[src/rtl/uart_tx_fifo.sv]
`default_nettype none
// ----------------------------------------------------------------------------
// Module  : uart_tx_fifo
// Brief   : UART transmitter with a power-of-two transmit FIFO and
//           configurable data width, parity mode and stop bits.
// Revision: 1.0
// ----------------------------------------------------------------------------
module uart_tx_fifo #(
  parameter int CLKS_PER_BIT = 868,
  parameter int DATA_BITS    = 8,
  parameter int PARITY       = 0,
  parameter int STOP_BITS    = 1,
  parameter int FIFO_DEPTH   = 16
) (
  input  logic                          clk,
  input  logic                          reset,
  input  logic [DATA_BITS-1:0]          tx_data,
  input  logic                          tx_valid,
  output logic                          tx_ready,
  output logic                          TxD,
  output logic                          busy,
  output logic [$clog2(FIFO_DEPTH):0]   fifo_count
);

  localparam int PTR_W  = $clog2(FIFO_DEPTH);
  localparam int CNT_W  = PTR_W + 1;
  localparam int BAUD_W = $clog2(CLKS_PER_BIT);
  localparam int BIT_W  = $clog2(DATA_BITS);

  localparam logic [BAUD_W-1:0] BAUD_LAST = BAUD_W'(CLKS_PER_BIT - 1);
  localparam logic [BIT_W-1:0]  DATA_LAST = BIT_W'(DATA_BITS - 1);
  localparam logic [BIT_W-1:0]  STOP_LAST = BIT_W'(STOP_BITS - 1);
  localparam logic [CNT_W-1:0]  FULL      = CNT_W'(FIFO_DEPTH);
  localparam logic              ODD_FLIP  = (PARITY == 1);

  typedef enum logic [2:0] {
    S_IDLE   = 3'd0,
    S_START  = 3'd1,
    S_DATA   = 3'd2,
    S_PARITY = 3'd3,
    S_STOP   = 3'd4
  } state_t;

  logic [DATA_BITS-1:0] mem_q [FIFO_DEPTH];

  state_t               state_q, state_d;
  logic [PTR_W-1:0]     wr_ptr_q, wr_ptr_d;
  logic [PTR_W-1:0]     rd_ptr_q, rd_ptr_d;
  logic [CNT_W-1:0]     fifo_count_q, fifo_count_d;
  logic [BAUD_W-1:0]    baud_q, baud_d;
  logic [BIT_W-1:0]     bit_cnt_q, bit_cnt_d;
  logic [DATA_BITS-1:0] shift_q, shift_d;
  logic                 par_q, par_d;
  logic                 txd_q, txd_d;
  logic                 busy_q, busy_d;

  logic                 push;
  logic                 pop;
  logic                 have_word;
  logic                 bit_end;
  logic [DATA_BITS-1:0] head;

  assign tx_ready   = (fifo_count_q != FULL);
  assign TxD        = txd_q;
  assign busy       = busy_q;
  assign fifo_count = fifo_count_q;

  assign push      = tx_valid && tx_ready;
  assign have_word = (fifo_count_q != '0);
  assign bit_end   = (state_q != S_IDLE) && (baud_q == BAUD_LAST);
  assign head      = mem_q[rd_ptr_q];

  always_comb begin
    state_d      = state_q;
    wr_ptr_d     = wr_ptr_q;
    rd_ptr_d     = rd_ptr_q;
    fifo_count_d = fifo_count_q;
    bit_cnt_d    = bit_cnt_q;
    shift_d      = shift_q;
    par_d        = par_q;
    txd_d        = txd_q;
    busy_d       = busy_q;
    pop          = 1'b0;

    case (state_q)
      S_IDLE: begin
        if (have_word) pop = 1'b1;
      end
      S_START: begin
        if (bit_end) begin
          state_d   = S_DATA;
          txd_d     = shift_q[0];
          bit_cnt_d = '0;
        end
      end
      S_DATA: begin
        if (bit_end) begin
          if (bit_cnt_q == DATA_LAST) begin
            bit_cnt_d = '0;
            if (PARITY != 0) begin
              state_d = S_PARITY;
              txd_d   = par_q;
            end else begin
              state_d = S_STOP;
              txd_d   = 1'b1;
            end
          end else begin
            bit_cnt_d = bit_cnt_q + 1'b1;
            shift_d   = shift_q >> 1;
            txd_d     = shift_q[1];
          end
        end
      end
      S_PARITY: begin
        if (bit_end) begin
          state_d   = S_STOP;
          txd_d     = 1'b1;
          bit_cnt_d = '0;
        end
      end
      S_STOP: begin
        // bit_cnt_q counts stop bits so each one is a full baud period
        if (bit_end) begin
          if (bit_cnt_q == STOP_LAST) begin
            if (have_word) begin
              pop = 1'b1;
            end else begin
              state_d = S_IDLE;
              busy_d  = 1'b0;
            end
          end else begin
            bit_cnt_d = bit_cnt_q + 1'b1;
          end
        end
      end
      default: begin
        state_d = S_IDLE;
        txd_d   = 1'b1;
        busy_d  = 1'b0;
      end
    endcase

    // Loading a word is shared by IDLE and the back-to-back path out of STOP
    if (pop) begin
      state_d   = S_START;
      txd_d     = 1'b0;
      busy_d    = 1'b1;
      shift_d   = head;
      par_d     = (^head) ^ ODD_FLIP;
      bit_cnt_d = '0;
      rd_ptr_d  = rd_ptr_q + 1'b1;
    end

    if (push) wr_ptr_d = wr_ptr_q + 1'b1;

    case ({push, pop})
      2'b10:   fifo_count_d = fifo_count_q + 1'b1;
      2'b01:   fifo_count_d = fifo_count_q - 1'b1;
      default: fifo_count_d = fifo_count_q;
    endcase

    baud_d = (state_q == S_IDLE || bit_end) ? '0 : baud_q + 1'b1;
  end

  always_ff @(posedge clk) begin
    if (push) mem_q[wr_ptr_q] <= tx_data;
  end

  always_ff @(posedge clk or negedge reset) begin
    if (!reset) begin
      state_q      <= S_IDLE;
      wr_ptr_q     <= '0;
      rd_ptr_q     <= '0;
      fifo_count_q <= '0;
      baud_q       <= '0;
      bit_cnt_q    <= '0;
      shift_q      <= '0;
      par_q        <= 1'b0;
      txd_q        <= 1'b1;
      busy_q       <= 1'b0;
    end else begin
      state_q      <= state_d;
      wr_ptr_q     <= wr_ptr_d;
      rd_ptr_q     <= rd_ptr_d;
      fifo_count_q <= fifo_count_d;
      baud_q       <= baud_d;
      bit_cnt_q    <= bit_cnt_d;
      shift_q      <= shift_d;
      par_q        <= par_d;
      txd_q        <= txd_d;
      busy_q       <= busy_d;
    end
  end

endmodule
`default_nettype wire

[config.mk]
export PLATFORM = sky130hd
export DESIGN_NAME = uart_tx_fifo
export DESIGN_NICKNAME = d
export VERILOG_FILES = /design/src/rtl/uart_tx_fifo.sv
export SDC_FILE = /design/constraint.sdc
export NUM_CORES = 1
export LEC_CHECK = 0
export BUFFER_PORTS_ARGS = -buffer_cell sky130_fd_sc_hd__buf_2
export CAP_MARGIN = 20
export CORE_ASPECT_RATIO = 0.7
export CORE_MARGIN = 2
export CORE_UTILIZATION = 55
export CTS_CLUSTER_DIAMETER = 30
export DETAILED_ROUTE_END_ITERATION = 7
export MAX_ROUTING_LAYER = met4
export PLACE_DENSITY = 0.74
export SYNTH_ARGS = -nofsm -noshare
export SYNTH_HDL_FRONTEND = slang
export SYNTH_SLANG_ARGS = --single-unit
[constraint.sdc]
create_clock -name clk -period 9.2 [get_ports clk]
set_input_delay 1.38 -clock clk [delete_from_list [all_inputs] [get_ports clk]]
set_output_delay 1.38 -clock clk [all_outputs]
set_load 0.01 [all_outputs]
==> summary.md, run 1 <==
| Metric | Value |
|---|---|
| Status | completed |
| Filler cells | 872 |
| Post-route setup slack | 5.87 ns |
| Syn Nets | 449 |
| CP startpoint kind | flip-flop |
| Post-CTS setup buffers | 0 |
| Relative slew margins | 0.290 |
| Sink Count | 167 |
| CTS resizes | 0 |
| Final min period | 3.33 ns |
| Register area | 4820 sq um |
| Worst Reg-to-Reg Cells | 13 |
| Slew of the pin with the lowest slew margin | 1.06 ns |
| Hold path depth | 1 |
| Share of the synthesized area in the top cell type | 0.543 |
| Slowest stage cell, crit path | ha_1 |
| DR vias | 3700 |
| Final RePlAce weighted congestion | 0.839 |
| CTS tree | built |
| CP dominant cell by count | ha_1 |
| Initial antenna violation count | 0 |
| Drt first pass iters | 7 |
| Worst skew pair latency | 0.42 ns |
| Crit path cell chain | ha_1 > and4b_1 > nand4_1 > a21o_2 > inv_2 > ha_1 > xor2_1 > ha_1 > nor2b_1 > o21ai_0 > a31oi_1 > nor2_1 > xor2_1 |
| Post-DP HPWL | 8.42 mm |
| Initial Util | 0.566 |
| Syn. warnings | 0 |
| Area leader, netlist | edfxtp_1 |
| Area of the mapped netlist | 7080 sq um |
| Max-slew violations | 0 |
| Primary FF master, synth | edfxtp_1 |
| Root buf cell | clkbuf_16 |
| Place WS | 5.79 ns |
| Post-synth EDFFs | 128 |
| Total grt overflow | 0 |
| Max cap viols | 0 |
| Required @ worst endpoint | 9.50 ns |
| Vias in the first global route | 3700 |
| Hold Buf Count CTS | 0 |
| WL/cell | 21.4 um |
| Row Count | 34 |
| # IOs | 19 |
| CTS Buffer Depth | 2 |
| Largest net degree at the start of global routing | 40 |
| Die area | 13800 sq um |
| Yosys reg bits | 167 |
| Core region area | 12500 sq um |
| RSZ-0062 raised after global routing | no |
| Final Cycle Share | 0.362 |
| Final WL | 13.3 mm |
| Max H-tree Level | 4 |
| Area of the multi-input gates | 2120 sq um |
| Post-synth top cells | edfxtp_1 (128), dfrtp_1 (38), mux4_2 (33), nor2_1 (30), nand2_1 (25) |
| First-pass GRT wire length | 20.9 mm |
| Asr flop ratio synth | 0.234 |
| Worst-path clk slew | 0.07 ns |
| Fraction of the yosys area taken by sequential cells | 0.681 |
| Peak VDD IR | 0.167 mV |
| Final Hold Viols | 0 |
| Fin nets | 472 |
| Max stage delay on crit path | 0.41 ns |
| Gate Count Post-Synth | 425 |
| Layout cells sized above 1 | 0.239 |
| Critical path peak fanout | 21 |
| CP endpoint kind | flip-flop |
| CP arrival | 3.62 ns |
| PwrDens | 292 nW/um^2 |
| Fmax | 301 MHz |
| Fin Clk Skew | 0.0107 ns |
| Synth-to-Final Area Change | 11.5% |
| Final setup viols | 0 |
| I/O Buffers | 18 |
| ANT nets after route | 0 |
| Drt first-iter violations | 370 |
| Synth cell types | 51 |
| Top-count cell post-synth | edfxtp_1 |
| Inserted Clock Buffers | 17 |
| ANT cells | 0 |
| Syn_area_per_cell | 16.7 sq um |
| Chip width | 140 um |
| Die height | 98.9 um |
| Type of the most critical hold path | reg2reg |
| Crit path kind | reg2reg |
| Total global-route track usage | 0.213 |
| Synth area leaders | edfxtp_1 (54%), dfrtp_1 (13%), mux4_2 (10%) |
| Drt via density | 5.94 |
| Final setup TNS | 0 ns |
| DRC | 0 |
| Static Leak | 0.00276 uW |
## power by group
group	internal (uW)	total [uW]	switching (uW)	leakage, uW
registers	931	1030	97.7	0.00164
clock network	382	683	301	0.000271
logic	280	595	315	0.000852
## state kept, by name, summed over array words and instances, names as in the netlist
name / flops
state_q: 3
wr_ptr_q: 4
baud_q: 10
shift_q: 8
fifo_count: 5
busy: 1
bit_cnt_q: 3
rd_ptr_q: 4
TxD: 1
mem_q: 128
## final cells by class
type | count | share of cell area
multi-input cells | 228 | 0.269
inverters | 9 | 0.00428
flip-flops and latches | 167 | 0.611
clock buffers | 19 | 0.0548
repair buffers | 25 | 0.0181
clock inverters | 13 | 0.0176
well taps | 162 | 0.0257
## layer usage
metal	vias up	GRT usage	routed length (um)
li1	1682	-	-
met1	1888	0.305	6260
met2	114	0.303	6110
met3	16	0.0539	772
met4	0	0.0723	192
met5	-	-	0
## worst paths after layout
check,start,endpoint,slack [ns]
hold / removal,baud_q[0]$_DFF_PN0_,baud_q[0]$_DFF_PN0_,0.48
max in group asynchronous,reset,baud_q[1]$_DFF_PN0_,7.56
setup / recovery,baud_q[0]$_DFF_PN0_,fifo_count[4]$_DFFE_PN0P_,5.87
hold reg to reg,baud_q[0]$_DFF_PN0_,baud_q[0]$_DFF_PN0_,0.48
min in group asynchronous,reset,fifo_count[0]$_DFFE_PN0P_,1.07
setup reg to reg,baud_q[0]$_DFF_PN0_,fifo_count[4]$_DFFE_PN0P_,5.87
## stage by stage
stage / util / total power [uW] / std cells / instance area [sq um] / hold WS [ns]
6_report: 0.631 / 2310 / 623 / 7890 / 0.483
5_1_grt: 0.631 / 2410 / 623 / 7890 / 0.508
4_1_cts: 0.631 / 2320 / 623 / 7890 / 0.486
3_3_place_gp: 0.583 / 1610 / 587 / 7290 / 0.466
3_5_place_dp: 0.585 / 1640 / 591 / 7320 / 0.477
2_1_floorplan: - / 1480 / 425 / 7080 / 0.455
## cell families (layout without fill, tap and decap cells)
logic type | Yosys count | in the layout | synth area share
buffers and inverters | 30 | 66 | 0.0196
xor gates and xnor gates | 20 | 20 | 0.0247
AOI/OAI and AO/OA | 43 | 43 | 0.0401
and+or+nand+nor | 94 | 94 | 0.0696
adders and majority gates | 13 | 13 | 0.0230
DFF | 167 | 167 | 0.681
muxes | 58 | 58 | 0.142
## critical path, delay by kind of cell, from the launching register on
family	cells	cell delay (ns)
flops	1	0.38
simple gates	4	0.75
compound gates	3	0.58
fa+ha+maj	3	0.84
buf+inv	1	0.30
xor+xnor	2	0.33
## cell usage in the layout, fill, tap and decap left out, types with 4 or more instances in the layout
cell and instances:
a21oi_1 6, buf_2 18, buf_4 7, clkbuf_16 17, dfrtp_1 38, edfxtp_1 128
ha_1 13, inv_1 8, mux2_2 9, mux2i_1 14, mux4_2 33, nand2_1 25
nand2b_1 4, nand3_1 4, nor2_1 30, nor2b_1 4, nor3_1 7, o211ai_1 8
o21ai_0 9, o21ai_1 8, xnor2_1 11, xor2_1 9
No activity file was read; power rests on OpenSTA's default activity.
==> inputs of run 2 (changes only) <==
Settings changed: ABC_AREA from default to 1.
Clock period 9.2 ns to 3.4 ns, I/O delays scaled along.
==> summary.md, run 2 <==
| Metric | Value |
|---|---|
| Status | completed (unchanged) |
| Post-synth EDFFs | 128 (unchanged) |
| Synth-to-Final Area Change | 10.6% (was 11.5%) |
| Most frequent cells in the layout | edfxtp_1 (128), nor2_1 (126), nand2_1 (85), o21ai_0 (68), nand3_1 (41) (was edfxtp_1 (128), dfrtp_1 (38), mux4_2 (33), nor2_1 (30), nand2_1 (25)) |
| Hold_ws | 0.196 ns (was 0.483 ns) |
| Fmax | 360 MHz (was 301 MHz) |
| Area of the mapped netlist | 7390 sq um (was 7080 sq um) |
| Post-DP HPWL | 10.1 mm (was 8.42 mm) |
| First-pass GRT wire length | 25.8 mm (was 20.9 mm) |
| Die height | 101 um (was 98.9 um) |
| Drt via density | 5.84 (was 5.94) |
| Area leader, netlist | edfxtp_1 (unchanged) |
| Slew of the pin with the lowest slew margin | 0.889 ns (was 1.06 ns) |
| Max-slew violations | 0 (unchanged) |
| CP arrival | 3.15 ns (was 3.62 ns) |
| DR vias | 5048 (was 3700) |
| Crit path kind | reg2reg (unchanged) |
| Syn Nets | 695 (was 449) |
| Primary FF master, synth | edfxtp_1 (unchanged) |
| Fin Clk Skew | 0.00757 ns (was 0.0107 ns) |
| Final Hold Viols | 0 (unchanged) |
| Initial antenna violation count | 0 (unchanged) |
| Syn. warnings | 0 (unchanged) |
| Final RePlAce weighted congestion | 0.942 (was 0.839) |
| Reg2reg end | fifo_count[4]$_DFFE_PN0P_ (unchanged) |
| Final setup viols | 0 (unchanged) |
| Synth area leaders | edfxtp_1 (52%), dfrtp_1 (13%), nor2_1 (6.4%) (was edfxtp_1 (54%), dfrtp_1 (13%), mux4_2 (10%)) |
| Total power | 7160 uW (was 2310 uW) |
| Total global-route track usage | 0.248 (was 0.213) |
| Initial Util | 0.562 (was 0.566) |
| WL/cell | 18.6 um (was 21.4 um) |
| Layout cells sized above 1 | 0.116 (was 0.239) |
| Root buf cell | clkbuf_16 (unchanged) |
| Required @ worst endpoint | 3.78 ns (was 9.50 ns) |
| Vias in the first global route | 4636 (was 3700) |
| Largest net degree at the start of global routing | 67 (was 40) |
| Chip width | 143 um (was 140 um) |
| Most common cell after layout, fill and taps aside | edfxtp_1 (unchanged) |
| Worst Reg-to-Reg Cells | 16 (was 13) |
| Fin nets | 709 (was 472) |
| Post-Place Cells | 832 (was 591) |
| Share of the synthesized area in the top cell type | 0.520 (was 0.543) |
| Core Util, Final | 0.622 (was 0.631) |
| Flop-to-flop setup slack | 0.62 ns (was 5.87 ns) |
| # IOs | 19 (unchanged) |
| Post-synth top cells | edfxtp_1 (128), nor2_1 (126), nand2_1 (85), o21ai_0 (68), nand3_1 (41) (was edfxtp_1 (128), dfrtp_1 (38), mux4_2 (33), nor2_1 (30), nand2_1 (25)) |
| Final Cycle Share | 0.817 (was 0.362) |
| Inserted Clock Buffers | 17 (unchanged) |
| Max H-tree Level | 4 (unchanged) |
| Max FFs per register | 128 (unchanged) |
| Gate Count Post-Synth | 671 (was 425) |
| Hold Buf Count CTS | 0 (unchanged) |
| PwrDens | 877 nW/um^2 (was 292 nW/um^2) |
| Worst-path clk slew | 0.07 ns (about the same) |
| ANT cells | 0 (unchanged) |
| Post-CTS setup buffers | 0 (unchanged) |
| Worst skew pair latency | 0.44 ns (was 0.42 ns) |
| RSZ-0062 raised after global routing | no (unchanged) |
| Die area | 14400 sq um (was 13800 sq um) |
| Crit path to | fifo_count[4]$_DFFE_PN0P_ (unchanged) |
| Top-count cell post-synth | edfxtp_1 (unchanged) |
| CTS resizes | 0 (unchanged) |
| Synth cell types | 41 (was 51) |
| Relative slew margins | 0.407 (was 0.290) |
| Row Count | 35 (was 34) |
| Yosys reg bits | 167 (unchanged) |
| Max cap viols | 0 (unchanged) |
| CP startpoint | baud_q[0]$_DFF_PN0_ (unchanged) |
| Final non-filler cell total | 864 (was 623) |
| Final WL | 16.0 mm (was 13.3 mm) |
| Total grt overflow | 0 (unchanged) |
| Asr flop ratio synth | 0.234 (unchanged) |
| Final setup TNS | 0 ns (unchanged) |
| CTS Buffer Depth | 2 (unchanged) |
| RR Startpoint | baud_q[0]$_DFF_PN0_ (unchanged) |
| CP endpoint kind | flip-flop (unchanged) |
| Sink Count | 167 (unchanged) |
| Static Leak | 0.00309 uW (was 0.00276 uW) |
| Critical path peak fanout | 19 (was 21) |
| Type of the most critical hold path | in2async (was reg2reg) |
| I/O Buffers | 18 (unchanged) |
| Core region area | 13100 sq um (was 12500 sq um) |
| Final min period | 2.78 ns (was 3.33 ns) |
| Fraction of the yosys area taken by sequential cells | 0.652 (was 0.681) |
| Most flops, register | mem_q (unchanged) |
| Syn_area_per_cell | 11.0 sq um (was 16.7 sq um) |
| Drt first pass iters | 6 (was 7) |
| Drt first-iter violations | 672 (was 370) |
| ANT nets after route | 0 (unchanged) |
| Top Registers | mem_q (128), baud_q (10), shift_q (8) (unchanged) |
| CP startpoint kind | flip-flop (unchanged) |
| Peak VDD IR | 0.477 mV (was 0.167 mV) |
| CTS tree | built (unchanged) |
| DRC | 0 (unchanged) |
[run 2: cell count changes after synthesis, sizes merged, moves of 7 or more]
cell    before  now
o211ai       8   30
nor2        30  133
mux2i       14    0
nand3        5   42
o21ai       18   77
inv          9   37
mux4        33    0
nand2       25   93
mux2        11    0
xnor2       11    4
[run 2: worst min-delay path by stage]
| stage | to | slack, ns | from |
|---|---|---|---|
| floorplan | baud_q[0]$_DFF_PN0_ | 0.21 | reset |
| global placement | baud_q[0]$_DFF_PN0_ | 0.44 | baud_q[0]$_DFF_PN0_ |
| detailed placement | baud_q[0]$_DFF_PN0_ | 0.46 | baud_q[0]$_DFF_PN0_ |
| CTS | state_q[2]$_DFFE_PN0P_ | 0.23 | reset |
| global route | state_q[1]$_DFFE_PN0P_ | 0.27 | reset |
| finish | state_q[1]$_DFFE_PN0P_ | 0.20 | reset |
[run 2: area by class of cell]
type / count / area (sq um)
flip-flops and latches: 167 / 4820
well taps: 166 / 208
clock buffers: 17 / 425
multi-input cells: 436 / 2270
inverters: 38 / 145
clock inverters: 15 / 153
fillers: 1026 / 4970
repair buffers: 25 / 143
[run 2: critical path, cell delays in order, from the launching register on]
cell      delay, ns
dfrtp_1        0.37
ha_1           0.21
nand2_1        0.06
nor2_1         0.17
nand3_2        0.18
nand2_4        0.21
nand2_8        0.15
inv_4          0.09
ha_1           0.25
xor2_1         0.24
ha_1           0.19
a21o_1         0.12
nand3_1        0.08
nand3b_1       0.11
xor2_1         0.15
nand2_1        0.06
nand2_1        0.05
[run 2: stage by stage]
step	worst slack (ns)	area (sq um)
3_3_place_gp	0.791	7590
4_1_cts	0.620	8170
3_5_place_dp	0.666	7590
6_report	0.623	8170
2_1_floorplan	0.950	7390
5_1_grt	0.285	8170
[run 2: per-layer routing]
metal  share of wire  GRT usage
met5               0          -
met4           0.017     0.0762
met3           0.080     0.0618
met2            0.45      0.350
met1            0.45      0.359
[run 2: kinds of logic (layout without fill, tap and decap cells)]
family	count (synthesis)	in the layout	synth area share
compound gates	126	126	0.100
xor+xnor	14	14	0.0166
fa+ha+maj	13	13	0.0220
buf+inv	68	95	0.0398
flops	167	167	0.652
simple gates	283	283	0.169
[run 2: report_power, final]
| group | switching [uW] | internal [uW] | leakage [uW] |
|---|---|---|---|
| clock | 803 | 1080 | 0.000273 |
| combinational | 1720 | 775 | 0.00117 |
| sequential | 240 | 2550 | 0.00165 |
| total | 2760 | 4400 | 0.00309 |
